`src/rtl/chk_log_fifo.sv`:
```
// Mismatch-log FIFO. Stores trace indices of mismatching commits.
//   clk/rst  clock, synchronous active-high reset
//   clr      synchronous flush (checker start)
//   push/din write an entry; dropped when full unless a pop happens the same cycle
//   pop      remove head; ignored when empty
//   valid    FIFO non-empty;  dout  head entry
// DEPTH must be a power of two >= 2.
module chk_log_fifo #(
    parameter int DEPTH = 8,
    parameter int W     = 8,
    localparam int PW   = $clog2(DEPTH)
) (
    input  logic         clk,
    input  logic         rst,
    input  logic         clr,
    input  logic         push,
    input  logic [W-1:0] din,
    input  logic         pop,
    output logic         valid,
    output logic [W-1:0] dout
);
    logic [W-1:0] mem_q [DEPTH];
    logic [PW:0]  wr_q, rd_q;
    logic         empty, full, do_push, do_pop;

    assign empty   = (wr_q == rd_q);
    assign full    = ((wr_q - rd_q) == (PW+1)'(DEPTH));
    assign do_pop  = pop && !empty;
    assign do_push = push && (!full || do_pop);
    assign valid   = !empty;
    assign dout    = mem_q[rd_q[PW-1:0]];

    always_ff @(posedge clk) begin
        if (rst || clr) begin
            wr_q <= '0;
            rd_q <= '0;
        end else begin
            if (do_push) wr_q <= wr_q + (PW+1)'(1);
            if (do_pop)  rd_q <= rd_q + (PW+1)'(1);
        end
    end

    always_ff @(posedge clk) begin
        if (do_push && !clr) mem_q[wr_q[PW-1:0]] <= din;
    end

endmodule

```
`config.mk`:
```
export PLATFORM = sky130hd
export DESIGN_NAME = chk_log_fifo
export DESIGN_NICKNAME = d
export VERILOG_FILES = /design/src/rtl/chk_log_fifo.sv
export SDC_FILE = /design/constraint.sdc
export NUM_CORES = 1
export LEC_CHECK = 0
export ABC_AREA = 1
export CAP_MARGIN = 40
export CORE_MARGIN = 4
export CORE_UTILIZATION = 40
export CTS_CLUSTER_SIZE = 24
export DETAILED_ROUTE_END_ITERATION = 12
export PLACE_DENSITY = 0.58
export SETUP_SLACK_MARGIN = 0.1
export SLEW_MARGIN = 15
export SYNTH_ARGS = -nofsm -noshare
export SYNTH_HDL_FRONTEND = slang
export SYNTH_SLANG_ARGS = --single-unit
```
`constraint.sdc`:
```
create_clock -name clk -period 3.9 [get_ports clk]
set_input_delay 0.78 -clock clk [delete_from_list [all_inputs] [get_ports clk]]
set_output_delay 0.78 -clock clk [all_outputs]
set_load 0.01 [all_outputs]
```
# Yosys cells after proc, flatten, opt, wreduce, memory -nomap -nowiden
# Memory sizes are Yosys's and may differ from the RTL's. A register that Yosys moved wholly into a read port is not among the register bits.
# Cells that the tools add are included.
# totals
ff_bits	8
mem_bits_rw	64
mem_count	1
word_cells	20
in_bits	13
# classes
reduce_logical	8
addsub	3
mux	4
n_eq_ne	2
# mem_list
name	depth	width	rd	rd_clocked_by_memory_dff	write_ports	line_no	source
mem_q	8	8	1	1	1	22	logic [W-1:0] mem_q [DEPTH];
# op_table
cell	count
adder 4 x 1 -> 4 bit (second input constant)	2
2-to-1 mux 3 bit	2
equality test 4 bit	1
equality test 4 bit (second input constant)	1
subtractor 4 bit	1
logical AND 1 bit	3
zero test 1 bit	3
logical OR 1 bit	2
2-to-1 mux 1 bit	2

# Logic depth before layout (Yosys ltp)
# Gate-level depths: netlist (run 1).
# logic_depth
word_depth	8
depth_mapped	13
depth_no_buf	13

# Least setup slack after synthesis (run 1)
# Ideal clock, no wire load.
# synth_timing
path_kind	reg-to-reg
start	reg wr_q[0]
end	mem mem_q[0][0], enable pin
period_less_slack_ns	2.414
path_stages_with_launch	12
setup_slack_ns	1.486
setup_time_ns	0.383
required_ns	3.517
t_arrival_ns	2.031
path_cell_list	dfxtp_1 -> inv_1 -> ha_1 -> nand2_1 -> nor2_2 -> nand2_2 -> nand2_4 -> inv_2 -> nor2_4 -> nand2_4 -> nand2_2 -> nor3_1
# synth_via
elab_chain_cells	8
word_cells_on_any_way	11
classes_between	add/sub (1); eq/ne (2); mux (2); reduce/logical (6)
# synth_rtl
element	line_no	source
start, declared	23	logic [PW:0] wr_q, rd_q;
start signal, assigned	38	if (do_push) wr_q <= wr_q + (PW+1)'(1);
equality test 4 bit	26	assign empty = (wr_q == rd_q);
zero test 1 bit	-	
named net valid	19	output logic valid,
logical AND 1 bit	28	assign do_pop = pop && !empty;
logical OR 1 bit	29	assign do_push = push && (!full || do_pop);
logical AND 1 bit	29	
logical AND 1 bit	44	if (do_push && !clr) mem_q[wr_q[PW-1:0]] <= din;
2-to-1 mux 1 bit	44	
2-to-1 mux 1 bit (not written as such)	44	
end, declared	22	
# The timed path passes the listed nets, and every way through them passes these cells.

==> results.yml, run 1 <==
route:
  vias: 2144
  totalWireLength_um: 6553
  wl_met3_um: 301
  drtPass1Iterations: 4
  first_iter_violations: 65
  drc_errors: 0
  met1Wirelength_um: 3194
  via_per_inst: 5.057
  wl_per_cell_um: 15.46
  met2_length_um: 2957
  route.antenna.remaining_nets: 0
  top_layer: "met4"
global_route:
  grt_pass1_vias: 2010
  grt_pass1_wl_um: 10210
  grt_max_degree: 28
  overflow: 0
  antenna_found_initial: 0
  grt_use_total_pct: 14.31
power_and_ir_drop:
  irDropWorstVdd_mv: 0.2101
  p_per_area_nw_per_um2: 456.0
  p_leak_nw: 1.377
timing:
  rsz0062_at_grt: "false"
  worstMarginPinSlew_ps: 558.1
  period_needed_ps: 3251
  fin_ws_ps: 649.1
  fmax_mhz: 307.6
  fin_skew_ps: 3.622
  maxSlewViolCount: 0
  finalHoldViolCount: 0
  min_period_over_period_pct: 83.36
  tns_ps: 0
  finalSetupViolations: 0
  relSlewSlack_pct: 62.65
worst_setup_path:
  cp_max_fo: 27
  crit_slowest_cell: "clkdlybuf4s50_1"
  worstSetupPathType: "reg -> out"
  critPathLaunchType: "flip-flop"
  path_cells: "inv_1 -> buf_4 -> nor2_1 -> o32ai_1 -> nand2_1 -> nand2_1 -> clkdlybuf4s50_1"
  cp_data_required_time_ps: 3120
  cp_common_cell: "nand2_1"
  crit_arrival_ps: 2470
  end_kind: "output pin"
  timing.rr.start: "wr_q[0]"
  crit_buf_inv: 3
  path_delay_family: "buffers and inverters"
  cpPeakStageDelay_ps: 540
layout:
  area_delta_synth_final_pct: 20.00
  diodes: 0
  final_layout_size_suffix_gt1_share_pct: 11.49
  final_area_um2: 3784
  final_nets: 336
  n_fill_cell: 703
  final_common_cell: "nor2_1"
  final_cell_mix: "nor2_1 (67), edfxtp_1 (64), nand2_1 (43), clkdlybuf4s50_1 (21), o21ai_0 (18)"
yosys:
  yosysTopAreaCell: "edfxtp_1"
  yosys_register_bits: 75
  syn_nets: 301
  yosysWarnings: 0
  synth_area_um2: 3153
  synth_cell_types: 20
  synthTopCellsByArea: "edfxtp_1 (61%), nor2_1 (8.0%), dfxtp_1 (7.0%)"
  syn_avg_cell_area_um2: 11.14
  syn_inst: 283
  synth_top_area_share_pct: 60.95
  ys_seq_area_share_pct: 67.94
run_status:
  outcome: "completed"
clocking:
  root_buffer: "clkbuf_8"
  cts_buffers: 9
  htreeDepth: 3
  cts_setup_buffers: 0
  cts_tree: "yes"
  cts_resized: 0
  insertion_delay_ps: 340
  clockBufferDepth: 2
  cts.sinks: 75
  clkSlewWorstSetupHoldPaths_ps: 70
  postCtsHoldBufs: 0
floorplan:
  core-area_um2: 7687
  die_height_um: 96.79
  die-area_um2: 9367
  row_count: 32
  ioPinCount: 22
  fp.dieW_um: 96.79
  initial_core_util_pct: 41.02
placed_design:
  dp_hpwl_um: 4305
  dpl_cell_area_um2: 3553
  gp_congestion: 0.7077
  port_buffers: 21
  preCtsSetupSlack_ps: 1055
min_path:
  hold_path_class: "reg -> reg"
  min_from: "rd_q[2]"
run:
  max_cap_violations: 0
## final cells by class
type	count	area, um^2	share of cell area, %
clock buffers	10	127.6	3.373
clock inverters	5	102.6	2.712
inverters	17	63.81	1.687
multi-input cells	181	904.6	23.91
flip-flops and latches	75	2142	56.61
well taps	102	127.6	3.373
repair buffers	34	315.3	8.333
## per-stage QoR
stage / util (%) / power (mW) / hold WS [ps] / instances
after global placement: 45.83 / 1.044 / 504.1 / 406
after CTS: 49.22 / 1.746 / 527.2 / 424
after detailed placement: 46.22 / 1.047 / 516.0 / 409
after global routing: 49.22 / 1.787 / 575.3 / 424
final: 49.22 / 1.726 / 524.1 / 424
after floorplan: - / 0.9816 / 470.6 / 283
## flip-flops by register name (all words and copies together) (netlist names), named ones only
| register | cells |
|---|---|
| mem_q | 64 |
| rd_q | 4 |
| wr_q | 4 |
## synth_stat cells (all sizes together)
cell	number
ha	5
inv	17
clkbuf	6
edfxtp	64
o21ai	18
or2	1
nand3	12
o32ai	16
nor3	4
buf	4
a21oi	7
nor2	69
dfxtp	11
nand2	49
## report_power, final
group          leakage, nW  switching [mW]  internal [mW]
clock network        0.112           0.277          0.421
logic                0.598          0.0772         0.0620
registers            0.667         0.00909          0.880
total                 1.38           0.363           1.36
## worst paths after layout
path	end	slack, ps	cells past startpoint
setup / recovery	dout[7]	650	7
hold / removal	flip-flop	520	2
setup reg to reg	mem_q[3][3]	1350	12
hold reg to reg	flip-flop	520	2
## logic make-up after synthesis
| family | Yosys count | synth area share, % |
|---|---|---|
| buf+inv | 27 | 3.373 |
| flops | 75 | 67.94 |
| compound gates | 41 | 8.413 |
| simple gates | 135 | 18.29 |
| fa+ha+maj | 5 | 1.984 |
## metal layers
metal | global-route usage (%) | vias up
met5 | 0 | -
li1 | - | 1058
met1 | 19.32 | 1035
met3 | 4.254 | 10
met2 | 21.71 | 41
met4 | 5.724 | 0
## tightest hold or removal path: cells and delay by family (launching register included)
kind	cells	cell delay, ps
AOI/OAI and AO/OA	1	70
DFF	1	330
buffers and inverters	1	80
Note: power is estimated with default switching activity, not from simulation.
==> run 2, diff against run 1 <==
- PLACE_DENSITY: 0.58 -> 0.6
- clock period: 3.9 -> 2.7 ns (I/O delays scaled with it)
==> run 2 against run 1 <==
Critical endpoint is now dout[2]. Clock power rose by 29%. Worst hold slack improved by 15 ps. Largest cell class unchanged. Die area is the same. Flip-flop and latch count did not move. Count of clock-buffer cells in the layout is the same.
==> results.yml, run 2 (synthesized netlist as in run 1, its figures left out) <==
placed_design:
  dpl_cell_area_um2: 3576
  place_inst: 413
  dp_hpwl_um: 4178
  port_buffers: 21
  gp_congestion: 0.7754
min_path:
  min_path_cells: 2
  hold_path_class: "reg -> reg"
  min_from: "wr_q[3]"
  min_to: "wr_q[3]"
timing:
  fin_skew_ps: 8.092
  period_needed_ps: 2522
  finalHoldViolCount: 0
  rsz0062_at_grt: "true"
  relSlewSlack_pct: 74.24
  min_period_over_period_pct: 93.41
  finalSetupViolations: 0
  tns_ps: 0
  worstMarginPinSlew_ps: 385.9
  maxSlewViolCount: 0
  fmax_mhz: 396.5
global_route:
  met3_usage_pct: 5.263
  antenna_found_initial: 0
  grt_use_met1_pct: 20.17
  grt_max_degree: 33
  overflow: 0
  grt_pass1_vias: 1979
  grt_pass1_wl_um: 10410
  grt_use_total_pct: 14.36
  grt_use_met2_pct: 21.39
  top_usage_layer: "met2"
layout:
  final_area_um2: 3792
  final_cells: 429
  area_delta_synth_final_pct: 20.28
  final_common_cell: "nor2_1"
  multi_input_area_um2: 904.6
  final_nets: 340
  n_fill_cell: 699
  final_layout_size_suffix_gt1_share_pct: 12.23
  final_cell_mix: "nor2_1 (67), edfxtp_1 (64), nand2_1 (43), clkdlybuf4s50_1 (21), o21ai_0 (18)"
  seqCellArea_um2: 2143
  largest_register_ffs: 64
  diodes: 0
power_and_ir_drop:
  power.total_mw: 2.384
  irDropWorstVdd_mv: 0.3430
  power_frac_comb_pct: 8.7
  p_per_area_nw_per_um2: 628.6
  clockPowerShare_pct: 37.6
  switchingPower_uw: 508.5
  swShare_pct: 21.33
  p_int_mw: 1.875
  p_seq_share_pct: 53.7
  p_leak_nw: 1.389
route:
  drc_errors: 0
  route.antenna.remaining_nets: 0
  wl_per_cell_um: 14.96
  via_per_inst: 4.942
  vias: 2120
  drtPass1Iterations: 4
  first_iter_violations: 115
  totalWireLength_um: 6418
run:
  max_cap_violations: 0
floorplan:
  core-area_um2: 7687
  row_count: 32
  die-area_um2: 9367
  initial_core_util_pct: 41.02
  die_height_um: 96.79
  ioPinCount: 22
  fp.dieW_um: 96.79
clocking:
  clkSlewWorstSetupHoldPaths_ps: 70
  htreeDepth: 3
  insertion_delay_ps: 340
  root_buffer: "clkbuf_8"
  cts.sinks: 75
  cts_tree: "yes"
  clockBufferDepth: 2
  cts_buffers: 9
worst_setup_path:
  crit_arrival_ps: 1980
  worstReg2RegEnd: "mem_q[4][0]"
  worstSetupPathType: "reg -> out"
  rr_worst_depth: 10
  critPathLaunchType: "flip-flop"
  cp_max_fo: 16
  cp_data_required_time_ps: 2160
  ff2ff_setup_slack_ps: 450
  end_kind: "output pin"
  timing.rr.start: "wr_q[2]"
run_status:
  outcome: "completed"
## run 2: how the worst max path moves through the flow
stage | slack [ps] | start | endpoint | cells after the start
2_1_floorplan | 290 | wr_q[0] | mem_q[0][0] | 11
3_3_place_gp | 500 | wr_q[0] | mem_q[4][1] | 12
3_5_place_dp | 440 | wr_q[0] | mem_q[4][1] | 12
4_1_cts | 110 | wr_q[0] | valid | 6
5_1_grt | 40 | flip-flop | dout[2] | 7
6_report | 180 | flip-flop | dout[2] | 7
## run 2: stage by stage
step,utilization [%],setup slack (ps),hold WS [ps]
global route,49.33,38.99,578.2
floorplan,-,285.8,470.6
CTS,49.22,111.6,543.4
detailed placement,46.52,441.8,530.2
finish,49.33,177.9,538.7
global placement,46.52,503.9,527.5
## run 2: cell type report
class	instances	share of cell area [%]
clock inverters	6	2.112
inverters	17	1.683
well taps	102	3.365
multi-input cells	181	23.85
flip-flops and latches	75	56.52
repair buffers	38	9.106
clock buffers	10	3.365
## run 2: power groups by stage
| stage | sequential (mW) | clock [mW] | combinational, mW |
|---|---|---|---|
| after floorplan | 1.30 | 0 | 0.113 |
| after global placement | 1.30 | 0 | 0.205 |
| after detailed placement | 1.31 | 0 | 0.207 |
| after CTS | 1.28 | 0.924 | 0.208 |
| after global routing | 1.28 | 0.968 | 0.231 |
| final | 1.28 | 0.897 | 0.207 |
## run 2: timing repair
item / in CTS / in global routing
hold buffers: 0 / 0
resized for setup: 0 / 3
buffers inserted: 0 / 0
endpoints found under the setup margin: 0 / 9
## run 2: layer usage
layer,vias up,share of wire (%)
met5,-,0
met4,0,0.62
met3,6,4.4
met2,30,46
met1,1014,49
li1,1070,-
## run 2: critical path, stage by stage (launching register included)
cell             delay [ps]
dfxtp_1                 330
inv_1                    80
buf_4                   210
nor2_1                   60
o32ai_1                 260
nand2_1                  90
nand2_1                  70
clkdlybuf4s50_1         530
